`src/rtl/up_bus_pkg.sv`:
```
// Shared definitions for the up-protocol bus master.
//   up_state_t : FSM state encoding
//   UP_RDLAT   : slave read latency, default drain length
//   TMO_CNT_W  : width of the timeout/drain counter and of tmo_cnt
package up_bus_pkg;

  localparam int unsigned UP_RDLAT  = 3;
  localparam int unsigned TMO_CNT_W = 8;

  typedef enum logic [2:0] {
    ST_IDLE,
    ST_STRB,
    ST_WAIT,
    ST_DONE,
    ST_DRAIN
  } up_state_t;

endpackage

```
`src/rtl/up_tmo_cnt.sv`:
```
// Loadable up-counter with a terminal-count flag; times both the uprdy wait
// and the post-transaction drain.
//   clk, rst_n : clock, async active-low reset
//   load       : synchronous clear to 0 (wins over inc)
//   inc        : count up by one
//   last       : terminal value compared against the current count
//   tc_c       : combinational flag, count == last
module up_tmo_cnt
  import up_bus_pkg::*;
#(
  parameter int unsigned G_W = TMO_CNT_W
) (
  input  logic           clk,
  input  logic           rst_n,
  input  logic           load,
  input  logic           inc,
  input  logic [G_W-1:0] last,
  output logic           tc_c
);

  logic [G_W-1:0] cnt_q;

  // Count register
  always_ff @(posedge clk or negedge rst_n) begin
    if (!rst_n) begin
      cnt_q <= '0;
    end else if (load) begin
      cnt_q <= '0;
    end else if (inc) begin
      cnt_q <= cnt_q + G_W'(1);
    end
  end

  assign tc_c = (cnt_q == last);

endmodule

```
`src/rtl/up_bus_master.sv`:
```
// CPU-side up-protocol master: turns one valid/ready host request into one
// up access (upen held, one-cycle upws/uprs), waits for uprdy with a timeout,
// returns a one-cycle response, then idles upen for G_DRAIN+1 cycles.
//   host side : req_vld/req_rdy/req_wr/req_addr/req_wdata
//               rsp_vld/rsp_err/rsp_rdata, tmo_cnt/tmo_clr
//   up side   : upen/upa/upws/uprs/updi out, updo/uprdy in
// G_DRAIN must be at least 1 (and at least the slave read latency).
module up_bus_master
  import up_bus_pkg::*;
#(
  parameter int unsigned G_ADDR  = 10,
  parameter int unsigned G_WIDTH = 32,
  parameter int unsigned G_TMO   = 64,
  parameter int unsigned G_DRAIN = UP_RDLAT
) (
  input  logic                 clk,
  input  logic                 rst_n,
  input  logic                 req_vld,
  output logic                 req_rdy,
  input  logic                 req_wr,
  input  logic [G_ADDR-1:0]    req_addr,
  input  logic [G_WIDTH-1:0]   req_wdata,
  output logic                 rsp_vld,
  output logic                 rsp_err,
  output logic [G_WIDTH-1:0]   rsp_rdata,
  output logic [TMO_CNT_W-1:0] tmo_cnt,
  input  logic                 tmo_clr,
  output logic                 upen,
  output logic [G_ADDR-1:0]    upa,
  output logic                 upws,
  output logic                 uprs,
  output logic [G_WIDTH-1:0]   updi,
  input  logic [G_WIDTH-1:0]   updo,
  input  logic                 uprdy
);

  localparam logic [TMO_CNT_W-1:0] TMO_LAST   = TMO_CNT_W'(G_TMO - 1);
  localparam logic [TMO_CNT_W-1:0] DRAIN_LAST = TMO_CNT_W'(G_DRAIN - 1);

  up_state_t              state_q, state_d;
  logic                   req_rdy_d, upen_d, upws_d, uprs_d, rsp_vld_d, rsp_err_d;
  logic [G_ADDR-1:0]      upa_d;
  logic [G_WIDTH-1:0]     updi_d, rsp_rdata_d;
  logic [TMO_CNT_W-1:0]   tmo_cnt_d;
  logic                   cnt_load_c, cnt_inc_c, cnt_tc_c;
  logic [TMO_CNT_W-1:0]   cnt_last_c;

  // Shared counter: uprdy timeout in WAIT, drain length in DRAIN
  up_tmo_cnt #(.G_W(TMO_CNT_W)) u_cnt (
    .clk   (clk),
    .rst_n (rst_n),
    .load  (cnt_load_c),
    .inc   (cnt_inc_c),
    .last  (cnt_last_c),
    .tc_c  (cnt_tc_c)
  );

  // Next state and next registered outputs
  always_comb begin
    state_d     = state_q;
    upa_d       = upa;
    updi_d      = updi;
    upws_d      = 1'b0;
    uprs_d      = 1'b0;
    rsp_err_d   = rsp_err;
    rsp_rdata_d = rsp_rdata;
    tmo_cnt_d   = tmo_cnt;
    cnt_load_c  = 1'b0;
    cnt_inc_c   = 1'b0;
    cnt_last_c  = TMO_LAST;

    case (state_q)
      ST_IDLE: begin
        if (req_vld && req_rdy) begin
          state_d = ST_STRB;
          upa_d   = req_addr;
          updi_d  = req_wdata;
          upws_d  = req_wr;
          uprs_d  = !req_wr;
        end
      end
      ST_STRB: begin
        cnt_load_c = 1'b1;
        state_d    = ST_WAIT;
      end
      ST_WAIT: begin
        cnt_inc_c = 1'b1;
        // uprdy has priority over an expiry in the same cycle
        if (uprdy) begin
          rsp_rdata_d = updo;
          rsp_err_d   = 1'b0;
          state_d     = ST_DONE;
        end else if (cnt_tc_c) begin
          rsp_rdata_d = '0;
          rsp_err_d   = 1'b1;
          state_d     = ST_DONE;
        end
      end
      ST_DONE: begin
        cnt_load_c = 1'b1;
        state_d    = ST_DRAIN;
        if (rsp_err && (tmo_cnt != '1)) begin
          tmo_cnt_d = tmo_cnt + TMO_CNT_W'(1);
        end
      end
      ST_DRAIN: begin
        // uprdy deliberately ignored: late pulses from an aborted read
        cnt_inc_c  = 1'b1;
        cnt_last_c = DRAIN_LAST;
        if (cnt_tc_c) begin
          state_d = ST_IDLE;
        end
      end
      default: begin
        state_d = ST_IDLE;
      end
    endcase

    if (tmo_clr) begin
      tmo_cnt_d = '0;
    end

    upen_d    = (state_d == ST_STRB) || (state_d == ST_WAIT);
    req_rdy_d = (state_d == ST_IDLE);
    rsp_vld_d = (state_d == ST_DONE);
  end

  // State and output registers
  always_ff @(posedge clk or negedge rst_n) begin
    if (!rst_n) begin
      state_q   <= ST_IDLE;
      req_rdy   <= 1'b1;
      upen      <= 1'b0;
      upws      <= 1'b0;
      uprs      <= 1'b0;
      upa       <= '0;
      updi      <= '0;
      rsp_vld   <= 1'b0;
      rsp_err   <= 1'b0;
      rsp_rdata <= '0;
      tmo_cnt   <= '0;
    end else begin
      state_q   <= state_d;
      req_rdy   <= req_rdy_d;
      upen      <= upen_d;
      upws      <= upws_d;
      uprs      <= uprs_d;
      upa       <= upa_d;
      updi      <= updi_d;
      rsp_vld   <= rsp_vld_d;
      rsp_err   <= rsp_err_d;
      rsp_rdata <= rsp_rdata_d;
      tmo_cnt   <= tmo_cnt_d;
    end
  end

endmodule

```
`config.mk`:
```
export PLATFORM = sky130hd
export DESIGN_NAME = up_bus_master
export DESIGN_NICKNAME = d
export VERILOG_FILES = /design/src/rtl/up_bus_pkg.sv /design/src/rtl/up_tmo_cnt.sv /design/src/rtl/up_bus_master.sv
export SDC_FILE = /design/constraint.sdc
export NUM_CORES = 1
export LEC_CHECK = 0
export ABC_AREA = 1
export BUFFER_PORTS_ARGS = -buffer_cell sky130_fd_sc_hd__buf_2
export CAP_MARGIN = 20
export CORE_UTILIZATION = 52
export DETAILED_ROUTE_END_ITERATION = 10
export GPL_TIMING_DRIVEN = 1
export PLACE_DENSITY = 0.85
export SLEW_MARGIN = 20
export SYNTH_ARGS = -nofsm -noshare
export SYNTH_HDL_FRONTEND = slang
export SYNTH_HIERARCHICAL = 1
export SYNTH_SLANG_ARGS = --single-unit
```
`constraint.sdc`:
```
create_clock -name clk -period 3.3 [get_ports clk]
set_input_delay 0.165 -clock clk [delete_from_list [all_inputs] [get_ports clk]]
set_output_delay 0.165 -clock clk [all_outputs]
set_load 0.02 [all_outputs]
```
## Word level (Yosys, flattened, before mapping)

Index checks and enable logic that the tools add are counted.

- Register bits: 99
- Output and inout port bits: 88
- Word-level logic and storage cells: 59

- $add $sub $neg: 2
- Equality and inequality tests: 9
- Muxes and demuxes: 21
- Reduce and logical (&&, ||, !) cells: 15

Operator list:

| operator | number |
|---|---|
| 2-to-1 mux 32 bit | 2 |
| 2-to-1 mux 8 bit | 5 |
| adder 8 x 1 -> 8 bit (second input constant) | 2 |
| case mux 3 bit (5 select lines) | 1 |
| == test 3 x 2 -> 1 bit (second input constant) | 4 |
| 2-to-1 mux 3 bit | 4 |
| == test 8 x 6 -> 1 bit | 1 |
| 2-to-1 mux 1 bit | 8 |
| inequality test 8 bit (second input constant) | 1 |
| nonzero test 2 bit | 4 |
| == test 3 x 1 -> 1 bit (second input constant) | 2 |
| logical NOT 3 bit | 2 |
| 2-to-1 mux 6 bit | 1 |
| AND reduction 2 bit | 3 |
| OR reduction 2 bit | 2 |
| == test 3 bit (second input constant) | 1 |
| logical AND 1 bit | 2 |
| logical NOT 1 bit | 1 |
| logical OR 1 bit | 1 |

## Depth between registers and ports, before layout

Gate-level depths: netlist of run 1.

- Depth after elaboration: 8
- Depth in mapped cells: 12
- Depth with buffers taken out: 10

## Cells and area by module

Netlist of run 1, hierarchy kept.

By module, submodules not included:

| module | instances | cells each | area each (um^2) | sequential area each (um^2) |
|---|---|---|---|---|
| up_bus_master | 1 | 429 | 3,693.5 | 2,278.4 |
| up_tmo_cnt | 1 | 73 | 554.3 | 200.2 |

## Least setup slack after synthesis of run 1

No wires, ideal clock.

- Kind: flip-flop to flip-flop
- Start: register state_q[1]
- End: register rsp_rdata[23]
- Arrival: 1,877 ps
- Data required time: 3,183 ps
- Setup slack: 1,306 ps
- Cell stages (with the launch flop): 13
- Buffers on the path: 2
- Period minus slack after synthesis: 1,994 ps
- Cells stage by stage: dfrtp_1 > nor2_1 > nand2_1 > xor2_1 > nor2_1 > nand2_1 > nor2_1 > nor2_1 > or2_1 > buf_2 > buf_6 > nand2_1 > nand2_1

- Longest elaborated chain between the ends: 5

RTL lines:

| element | RTL line | source |
|---|---|---|
| start, declared | up_bus_master.sv:40 | `up_state_t state_q, state_d;` |
| start signal, assigned | up_bus_master.sv:143 | `state_q <= state_d;` |
| == test 3 bit | up_bus_master.sv:72 | `case (state_q)` |
| 2-to-1 mux 6 bit | up_bus_master.sv:72 |  |
| via cnt_last_c[0] | up_bus_master.sv:46 | `logic [TMO_CNT_W-1:0] cnt_last_c;` |
| == test 8 x 6 -> 1 bit | up_tmo_cnt.sv:34 | `assign tc_c = (cnt_q == last);` |
| via cnt_tc_c | up_bus_master.sv:45 | `logic cnt_load_c, cnt_inc_c, cnt_tc_c;` |
| nonzero test 2 bit (no source line) | n/a |  |
| AND reduction 2 bit (no source line) | n/a |  |
| end signal, assigned | up_bus_master.sv:152 | `rsp_rdata <= rsp_rdata_d;` |
| end, declared | up_bus_master.sv:25 | `output logic [G_WIDTH-1:0] rsp_rdata,` |

The timed path passes the listed nets, and every way through them passes these cells.
A chain may end at the register's enable or synchronous reset.

## Worst setup path after layout of run 1

- Start: register state_q[0]
- End: register rsp_rdata[11]

Same word-level chain as after synthesis.

==> metrics.txt, run 1 <==
status finished, final reports clean; DR iter-0 viols 250; Setup Buffers After CTS 0; crit path DAT 2.73 ns; DR pass1 iterations 4; port bufs 167; Max clock buf depth 2; actual slew at the worst max-slew pin 0.749 ns; Synth Register Bits 99; first-pass GRT wire length 16,700 µm; Fmax 402 MHz; Netlist Area Pre-Place 0.00425 mm²; Detailed Place HPWL 7200 µm; Congestion Overflow GR 0; Syn Area/Cell 8.46 µm²; period utilisation layout 75.3%; Clk Latency, worst-skew pair 0.35 ns; vias per cell 4.94; Clock Tree Root clkbuf_8; CP startpoint kind flop; DIE AREA 0.00853 mm²; DRT antenna net count 0; IO Count 168; fillers 605; setup_tns 0 ns; cts bufs inserted 9; asr flop ratio synth 100%; initial core utilization 54.4%; CP Capture Type flop; critical path type flop to flop; initial antenna violation count 0; via count 3,897; CTS clk-pin slew, worst paths 0.10 ns; Crit Path Max Fanout 35; uppermost routed layer met4; Post-synth top flop dfrtp_1; largest net degree at the start of global routing 89; Yosys Warn Count 6; vias in the first global route 3,862; skew final 0.0144 ns; CTS tree built; Met3 Wirelength 728 µm; Seq/Total Area, Yosys 58.4%; Nets 765; hold_ws 0.00998 ns; Hold Violations, Final 0; P_leak 3.20 nW; Max VDD drop 0.000539 V; Routed wire per std cell 13.0 µm; Cells after Synth 502; logic gate share of total power 43.5%; Sink Count 99; Distinct cells, synth 29; min Tclk post-route 2.49 ns; P_sw 2.11 mW; Internal Power 2.64 mW; H-tree levels 3; Total Wirelength 10,200 µm; Horiz. Die Dim 92.4 µm; PD cells 868 mW/mm²; Final Setup Violations 0; Finished Core Util 70.2%; RSZ-0062 raised after global routing no; Reg power frac 42.1%; Met1 Routed Length 4170 µm; Syn-to-layout area delta 29.0%; core area 0.00781 mm²; r2r setup slk 0.81 ns; power share of the clock group 14.4%; drc violations 0; fin. max-slew vios 0; RePlAce Congestion 0.867; switching part of the total 44.4%; Antenna Cells 0; layout cells sized above 1 29.3%; GRT Overall Usage 24.6%; Die Y 92.4 µm; met2 WL post-DR 4980 µm; Post-synth EDFFs 0; worst hold path type input pin to flop; row cnt 32; Slew headroom 50.1%; # Max-Cap Violations 0; Crit path required time 3.55 ns
==> repair_timing <==
action	in CTS	in global routing
gates resized for setup	0	0
endpoints found under the hold margin	41	1
hold buffers	14	1
==> worst max-delay path, stage by stage (launching register included) <==
cell and delay (ns):
dfrtp_1 0.43, nor2_1 0.26, nand2_1 0.27, xor2_1 0.22
nor2_1 0.14, nand2_1 0.06, nor2_1 0.11, nor2_1 0.06
or2_2 0.55, nand2_1 0.20, nand2_1 0.08
==> power by group through the flow <==
stage | clock, mW | combinational, mW | sequential [mW]
after floorplan | 0 | 0.797 | 2.54
after global placement | 0 | 1.98 | 1.99
after detailed placement | 0 | 2.06 | 2.01
after CTS | 0.702 | 2.07 | 2.00
after global routing | 0.749 | 2.28 | 2.06
final | 0.683 | 2.07 | 2.00
==> per-stage QoR <==
| stage | area, µm² | instances | setup WS (ns) | power (mW) |
|---|---|---|---|---|
| 2_1_floorplan | 4250 | 503 | 1.31 | 3.33 |
| 3_3_place_gp | 5160 | 759 | 0.717 | 3.98 |
| 3_5_place_dp | 5160 | 759 | 0.596 | 4.06 |
| 4_1_cts | 5470 | 788 | 0.572 | 4.77 |
| 5_1_grt | 5480 | 789 | 0.549 | 5.09 |
| 6_report | 5480 | 789 | 0.814 | 4.75 |
==> worst paths after layout <==
path                                           start                        end  cells after the start
hold reg to reg            rsp_rdata[13]$_DFFE_PN0P_  rsp_rdata[13]$_DFFE_PN0P_                      2
hold / removal                               updo[4]   rsp_rdata[4]$_DFFE_PN0P_                      3
max in group asynchronous                      rst_n       updi[15]$_DFFE_PN0P_                      3
setup / recovery                state_q[0]$_DFF_PN0_  rsp_rdata[11]$_DFFE_PN0P_                     10
min in group asynchronous                      rst_n     tmo_cnt[3]$_DFFE_PN0P_                      2
setup reg to reg                state_q[0]$_DFF_PN0_  rsp_rdata[11]$_DFFE_PN0P_                     10
==> state kept, by name, indices dropped and copies added (netlist names), 3 cells and up <==
signal / count
upa: 10
state_q: 3
updi: 32
rsp_rdata: 32
tmo_cnt: 8
u_cnt/cnt_q: 8
==> kinds of logic after synthesis <==
group	Yosys count	synth area share [%]
AND/OR/NAND/NOR	250	24.1
XOR/XNOR	9	1.86
AO/OA/AOI/OAI	55	6.63
other	2	0.177
buffers and inverters	85	8.28
adder cells (fa/ha/maj)	2	0.589
flip-flops	99	58.4
==> per-layer routing <==
| metal | track usage, % | up-vias |
|---|---|---|
| met4 | 10.3 | 0 |
| met2 | 42.0 | 181 |
| li1 | - | 1882 |
| met5 | 0 | - |
| met3 | 7.31 | 32 |
| met1 | 28.7 | 1802 |
==> synth_stat cells, types with 2 or more instances <==
library cell | number | area share [%]
a21oi_1 | 4 | 0.47
buf_2 | 7 | 0.82
buf_6 | 3 | 0.80
clkbuf_1 | 6 | 0.53
conb_1 | 2 | 0.18
dfrtp_1 | 98 | 58
ha_1 | 2 | 0.59
inv_1 | 64 | 5.7
inv_2 | 4 | 0.35
nand2_1 | 194 | 17
nand3_1 | 11 | 1.3
nand3_2 | 2 | 0.47
nand4_1 | 7 | 1.0
nor2_1 | 25 | 2.2
nor2_2 | 3 | 0.44
nor2_4 | 2 | 0.53
nor3_1 | 2 | 0.24
o21ai_0 | 29 | 3.4
o21ai_1 | 20 | 2.4
xor2_1 | 8 | 1.6
==> cell type report <==
type                            count  area [µm²]  share of cell area (%)
Timing Repair Buffer              186        1020                    18.6
Tap cell                          102         128                    2.33
Sequential cell                    99        2480                    45.2
Clock buffer                       10         128                    2.33
Clock inverter                      5        40.0                   0.731
Multi-Input combinational cell    319        1430                    26.1
Inverter                           68         255                    4.66
==> layout by cell type, fill, tap and decap left out <==
master,count
a211oi_1,1
a21oi_1,4
a21oi_2,1
buf_2,166
buf_4,5
clkbuf_1,1
clkbuf_8,9
clkinv_2,1
clkinv_4,1
clkinvlp_4,2
conb_1,3
dfrtp_1,98
dfstp_2,1
dlygate4sd3_1,15
ha_1,2
inv_1,64
inv_2,4
inv_8,1
nand2_1,194
nand3_1,11
nand3_2,2
nand3b_1,1
nand4_1,7
nand4_4,1
nor2_1,25
nor2_2,3
nor2_4,2
nor3_1,2
o21ai_0,29
o21ai_1,20
or2_2,2
xnor2_1,1
xor2_1,8
Power figures use the tool's default switching activity.
==> run 2, diff against run 1 <==
--- a/config.mk
+++ b/config.mk
@@ -8,10 +8,10 @@
 export ABC_AREA = 1
 export BUFFER_PORTS_ARGS = -buffer_cell sky130_fd_sc_hd__buf_2
 export CAP_MARGIN = 20
-export CORE_UTILIZATION = 52
+export CORE_UTILIZATION = 48
 export DETAILED_ROUTE_END_ITERATION = 10
 export GPL_TIMING_DRIVEN = 1
-export PLACE_DENSITY = 0.85
+export PLACE_DENSITY = 0.79
 export SLEW_MARGIN = 20
 export SYNTH_ARGS = -nofsm -noshare
 export SYNTH_HDL_FRONTEND = slang
==> constraint.sdc (replaced) <==
create_clock -name clk -period 2.5 [get_ports clk]
set_input_delay 0.125 -clock clk [delete_from_list [all_inputs] [get_ports clk]]
set_output_delay 0.125 -clock clk [all_outputs]
set_load 0.02 [all_outputs]
==> run 2 against run 1 <==
Critical path type unchanged. Critical path depth is 1 higher. Maximum frequency is 11% higher. Largest power group unchanged. Via count is 3.5% higher. First-iteration DRC count is 4.4% lower. Setup slack worse by 0.56 ns. Count of clock-buffer cells in the layout stayed put. Sequential power is 32% higher. Clock skew is 0.0013 ns higher. Die area is 8.1% higher.
==> metrics.txt, run 2 (synthesis gave the netlist of run 1 again) <==
via count 4,033; core area 0.00838 mm²; Sink Count 99; DR iter-0 viols 239; worst hold path type input pin to flop; most common cell after layout, fill and taps aside nand2_1; Clock Tree Root clkbuf_8; PD cells 1110 mW/mm²; fillers 607; Cell Count, Final, Fillers Out 831; Clk Latency, worst-skew pair 0.35 ns; Horiz. Die Dim 96.1 µm; vias per cell 4.85; Antenna Cells 0; RSZ-0062 raised after global routing no; CTS clk-pin slew, worst paths 0.09 ns; Crit path required time 2.73 ns; RePlAce Congestion 0.828; Setup Buffers After CTS 0; Crit Path Max Fanout 22; Hold Violations, Final 0; H-tree levels 3; DR pass1 iterations 4; Final Setup Violations 0; # resized after CTS 0; initial antenna violation count 0; cts bufs inserted 9; Inst Count DP 764; Finished Core Util 70.8%; commonest cells after routing, fill and taps aside 194 x nand2_1, 166 x buf_2, 98 x dfrtp_1, 64 x inv_1, 52 x dlygate4sd3_1; # Max-Cap Violations 0; DIE AREA 0.00923 mm²; Max VDD drop 0.000615 V; CP Capture Type flop; crit path DAT 2.48 ns; P_leak 3.40 nW; period utilisation layout 90.0%; IO Count 168; DRT antenna net count 0; # hold bufs at CTS 52; actual slew at the worst max-slew pin 0.532 ns; largest net degree at the start of global routing 89; Syn-to-layout area delta 39.8%; CTS tree built; port bufs 167; Total Wirelength 11,100 µm; skew final 0.0157 ns; Slew headroom 64.6%; Congestion Overflow GR 0; vias in the first global route 3,921; critical path type flop to flop; min Tclk post-route 2.25 ns; initial core utilization 50.7%; GRT Overall Usage 24.8%; Routed wire per std cell 13.4 µm; Nets 804; first-pass GRT wire length 17,400 µm; drc violations 0; Fmax 445 MHz; fin. max-slew vios 0; Detailed Place HPWL 7150 µm; Max clock buf depth 2; layout cells sized above 1 27.8%; setup_tns 0 ns; CP startpoint kind flop; Die Y 96.1 µm; row cnt 33; status finished, final reports clean; Top Registers rsp_rdata x32, updi x32, upa x10
==> run 2: cell count changes in the layout (fill, tap and decap cells not counted) <==
cell | before | now
bufinv_16 | 0 | 2
inv_6 | 0 | 2
or2_1 | 0 | 1
clkinvlp_4 | 2 | 1
inv_8 | 1 | 0
clkinv_2 | 1 | 0
dlygate4sd3_1 | 15 | 52
clkinv_4 | 1 | 0
buf_12 | 0 | 2
or2_2 | 2 | 1
==> run 2: worst paths after layout <==
check                                           from                        end  slack, ns  cells past startpoint
min in group asynchronous                      rst_n        updi[0]$_DFFE_PN0P_       0.29                      2
setup / recovery                state_q[1]$_DFF_PN0_   rsp_rdata[6]$_DFFE_PN0P_       0.25                     11
hold / removal                           req_addr[2]         upa[2]$_DFFE_PN0P_       0.02                      3
hold reg to reg            rsp_rdata[12]$_DFFE_PN0P_  rsp_rdata[12]$_DFFE_PN0P_       0.48                      2
max in group asynchronous                      rst_n          req_rdy$_DFF_PN1_       1.49                      3
setup reg to reg                state_q[1]$_DFF_PN0_   rsp_rdata[6]$_DFFE_PN0P_       0.25                     11
==> run 2: cell type report <==
type / instances / area, µm² / share of cell area, %
Clock inverter: 5 / 85.1 / 1.43
Multi-Input combinational cell: 319 / 1430 / 24.1
Inverter: 68 / 255 / 4.30
Clock buffer: 10 / 128 / 2.15
Timing Repair Buffer: 225 / 1430 / 24.1
Sequential cell: 99 / 2480 / 41.7
Tap cell: 105 / 131 / 2.21
==> run 2: through the flow <==
stage / total power [mW] / hold WS [ns] / setup WS [ns] / area [µm²]
2_1_floorplan: 4.40 / -0.171 / 0.506 / 4250
3_3_place_gp: 5.30 / 0.138 / 0.474 / 5200
3_5_place_dp: 5.41 / 0.147 / 0.305 / 5200
4_1_cts: 6.59 / 0.00191 / 0.254 / 5940
5_1_grt: 7.07 / 0.00953 / 0.0339 / 5940
6_report: 6.61 / 0.0169 / 0.250 / 5940
==> run 2: critical path, cell delays in order (launching register included) <==
cell	delay, ns
dfrtp_1	0.43
nor2_1	0.16
nand2_1	0.24
xor2_1	0.23
nor2_1	0.11
nand2_1	0.06
nor2_1	0.13
nor2_1	0.06
or2_1	0.31
buf_4	0.25
nand2_1	0.09
nand2_1	0.06
==> run 2: power by group <==
part           leakage (nW)  switching, mW  internal (mW)
logic                  2.03           1.90          0.955
registers              1.26          0.400           2.25
clock network         0.103          0.538          0.566
==> run 2: routing by layer <==
metal | share of wire [%] | GRT usage, %
met4 | 2.8 | 12.3
met3 | 7.9 | 6.71
met1 | 40 | 30.1
met5 | 0 | 0
met2 | 49 | 40.6
==> run 3, diff against run 2 <==
--- a/config.mk
+++ b/config.mk
@@ -11,9 +11,8 @@
 export CORE_UTILIZATION = 48
 export DETAILED_ROUTE_END_ITERATION = 10
 export GPL_TIMING_DRIVEN = 1
-export PLACE_DENSITY = 0.79
+export PLACE_DENSITY = 0.8
 export SLEW_MARGIN = 20
 export SYNTH_ARGS = -nofsm -noshare
 export SYNTH_HDL_FRONTEND = slang
-export SYNTH_HIERARCHICAL = 1
 export SYNTH_SLANG_ARGS = --single-unit
==> run 3 against run 2 <==
Clock skew shrank 0.0038 ns. Clock power is 11% lower. Setup slack better by 0.30 ns. Register-to-register slack gained 0.30 ns. Cell area shrank 0.13%. Global-route usage increased by 0.53 points. Sequential power about the same. Count of clock-buffer cells in the layout is the same. Critical path depth is 7 lower. Non-clock buffer count up 18. Area after synthesis shrank 3.0%. Worst hold slack got worse by 0.0060 ns. Largest power group unchanged.
==> metrics.txt, run 3 <==
Post-synth top flop dfrtp_1; Sink Count 99; core area 0.00826 mm²; Internal Power 3.76 mW; IO Count 168; final instance area 0.00593 mm²; skew final 0.0119 ns; P_leak 3.09 nW; fillers 571; most common cell after layout, fill and taps aside buf_2; first-pass GRT wire length 17,100 µm; Setup Buffers After CTS 0; period utilisation layout 78.2%; status finished, final reports clean; layout cells sized above 1 39.7%; Detailed Place HPWL 6840 µm; largest net degree at the start of global routing 53; Nets 697; switching part of the total 42.8%; Hold Path Stages 2; Final Setup Violations 0; hold path startpoint req_wdata[0]; Clk Latency, worst-skew pair 0.37 ns; asr flop ratio synth 100%; Synth area leaders dfrtp_1 60%, mux2_2 11%, nand2_1 7.9%; Horiz. Die Dim 94.7 µm; Worst R2R Path Depth 4; CTS clk-pin slew, worst paths 0.09 ns; Netlist Area Pre-Place 0.00412 mm²; RePlAce Congestion 0.797; Die Y 94.7 µm; CP startpoint kind flop; Clock Tree Root clkbuf_8; PD cells 1110 mW/mm²; leading cell type by number of instances after synthesis dfrtp_1; Syn-to-layout area delta 43.9%; Fmax 512 MHz; vias per cell 5.12; post-synth top area share 59.5%; cts bufs inserted 9; Hold Violations, Final 0; # resized after CTS 0; GRT Overall Usage 25.3%; drc violations 0; fin. max-slew vios 0; Cells after Synth 375; CTS tree built; Syn Area/Cell 11.0 µm²; DR iter-0 viols 133; Slew headroom 58.8%; CP Capture Type flop; row cnt 33; Reg-to-Reg Start u_cnt.cnt_q[7]$_DFFE_PN0P_; Congestion Overflow GR 0; DIE AREA 0.00896 mm²; H-tree levels 3; Top Registers rsp_rdata x32, updi x32, upa x10; Total Wirelength 11,200 µm; RSZ-0062 raised after global routing no; Syn Nets 457; initial core utilization 49.9%; Routed wire per std cell 15.4 µm; Distinct cells, synth 29; vias in the first global route 3,631; worst hold path type input pin to flop; min Tclk post-route 1.95 ns; crit path DAT 2.19 ns; Antenna Cells 0; Seq/Total Area, Yosys 60.1%; Post-synth EDFFs 0; # Max-Cap Violations 0; power share of the clock group 14.9%; via count 3,709; Yosys Warn Count 0; ranking of synthesized cells by instance count 98 x dfrtp_1, 87 x nand2_1, 47 x nand3_1, 41 x mux2_2, 19 x inv_1; Crit path required time 2.74 ns; initial antenna violation count 0; Critical Path Source u_cnt.cnt_q[7]$_DFFE_PN0P_; DRT antenna net count 0; Synth Register Bits 99; logic gate share of total power 44.9%; commonest cells after routing, fill and taps aside 166 x buf_2, 98 x dfrtp_1, 87 x nand2_1, 73 x dlygate4sd3_1, 47 x nand3_1; P_sw 2.81 mW; Reg power frac 40.2%; actual slew at the worst max-slew pin 0.618 ns; port bufs 167; Max clock buf depth 2; critical path type flop to flop; setup_tns 0 ns; DR pass1 iterations 5; most area-hungry cell type in the Yosys netlist dfrtp_1; dpl cell area 0.00502 mm²; Crit Path Max Fanout 36; Max VDD drop 0.000753 V
## run 3: changes by cell type after synthesis, moves of 5 or more
cell / previous run / this run
inv_1: 64 / 19
clkbuf_1: 6 / 0
nor2_1: 25 / 18
xor2_1: 8 / 2
nand3_1: 11 / 47
nand2_2: 0 / 5
mux2_2: 0 / 41
nand2_1: 194 / 87
o21ai_1: 20 / 0
o21ai_0: 29 / 7
## run 3: kinds of logic (layout without fill, tap and decap cells)
kind of cell	Yosys count	in the layout	share of synthesized area (%)
AND/OR/NAND/NOR	174	174	19.5
flip-flops	99	99	60.1
adder cells (fa/ha/maj)	2	2	0.607
buffers and inverters	35	280	4.58
AO/OA/AOI/OAI	20	20	3.04
XOR/XNOR	3	3	0.638
multiplexers	42	42	11.5
## run 3: worst max-delay path: stages (launching register included)
cell	delay [ns]
dfrtp_1	0.42
nor3_1	0.44
nand4_4	0.52
nand3_1	0.33
nand2_1	0.11
## run 3: worst paths after layout
kind                                        endpoint  slack [ns]
min                              updi[0]$_DFFE_PN0P_        0.01
min reg2reg                 rsp_rdata[8]$_DFFE_PN0P_        0.50
max reg2reg                rsp_rdata[30]$_DFFE_PN0P_        0.55
min in group asynchronous   rsp_rdata[2]$_DFFE_PN0P_        0.34
max in group asynchronous       updi[25]$_DFFE_PN0P_        1.48
max                        rsp_rdata[30]$_DFFE_PN0P_        0.55
## run 3: routing by layer
metal	vias to the layer above	share of wire (%)	global-route usage [%]	wire length, µm
li1	1721	-	-	-
met1	1769	39	29.7	4330
met2	194	51	44.8	5740
met3	25	7.6	5.31	851
met4	0	2.5	10.5	276
met5	-	0	0	0
## run 3: area by class of cell
type | count | area, µm² | share of cell area [%]
Sequential cell | 99 | 2480 | 41.8
Timing Repair Buffer | 243 | 1600 | 27.1
Multi-Input combinational cell | 241 | 1450 | 24.5
Tap cell | 105 | 131 | 2.22
Clock buffer | 10 | 128 | 2.15
Inverter | 21 | 78.8 | 1.33
Clock inverter | 6 | 55.1 | 0.928
## run 3: metrics by stage
step	power (mW)	hold WS, ns	util (%)	setup WS [ns]	instances
after floorplan	4.48	-0.171	-	0.962	375
after global placement	5.32	0.170	60.7	0.714	636
after detailed placement	5.47	0.178	60.7	0.629	636
after CTS	6.51	0.000466	71.8	0.616	725
after global routing	6.94	0.00134	71.8	0.405	725
final	6.57	0.0110	71.8	0.546	725
## run 3: what timing repair did
action / in CTS / in global routing
endpoints found under the setup margin: 0 / 0
endpoints found under the hold margin: 121 / 0
hold buffers: 73 / 0
## run 3: power by group through the flow
stage,clock network [mW],logic [mW],registers [mW]
6_report,0.980,2.95,2.64
5_1_grt,1.06,3.17,2.72
4_1_cts,0.991,2.90,2.62
3_5_place_dp,0,2.82,2.65
3_3_place_gp,0,2.73,2.60
2_1_floorplan,0,1.08,3.40
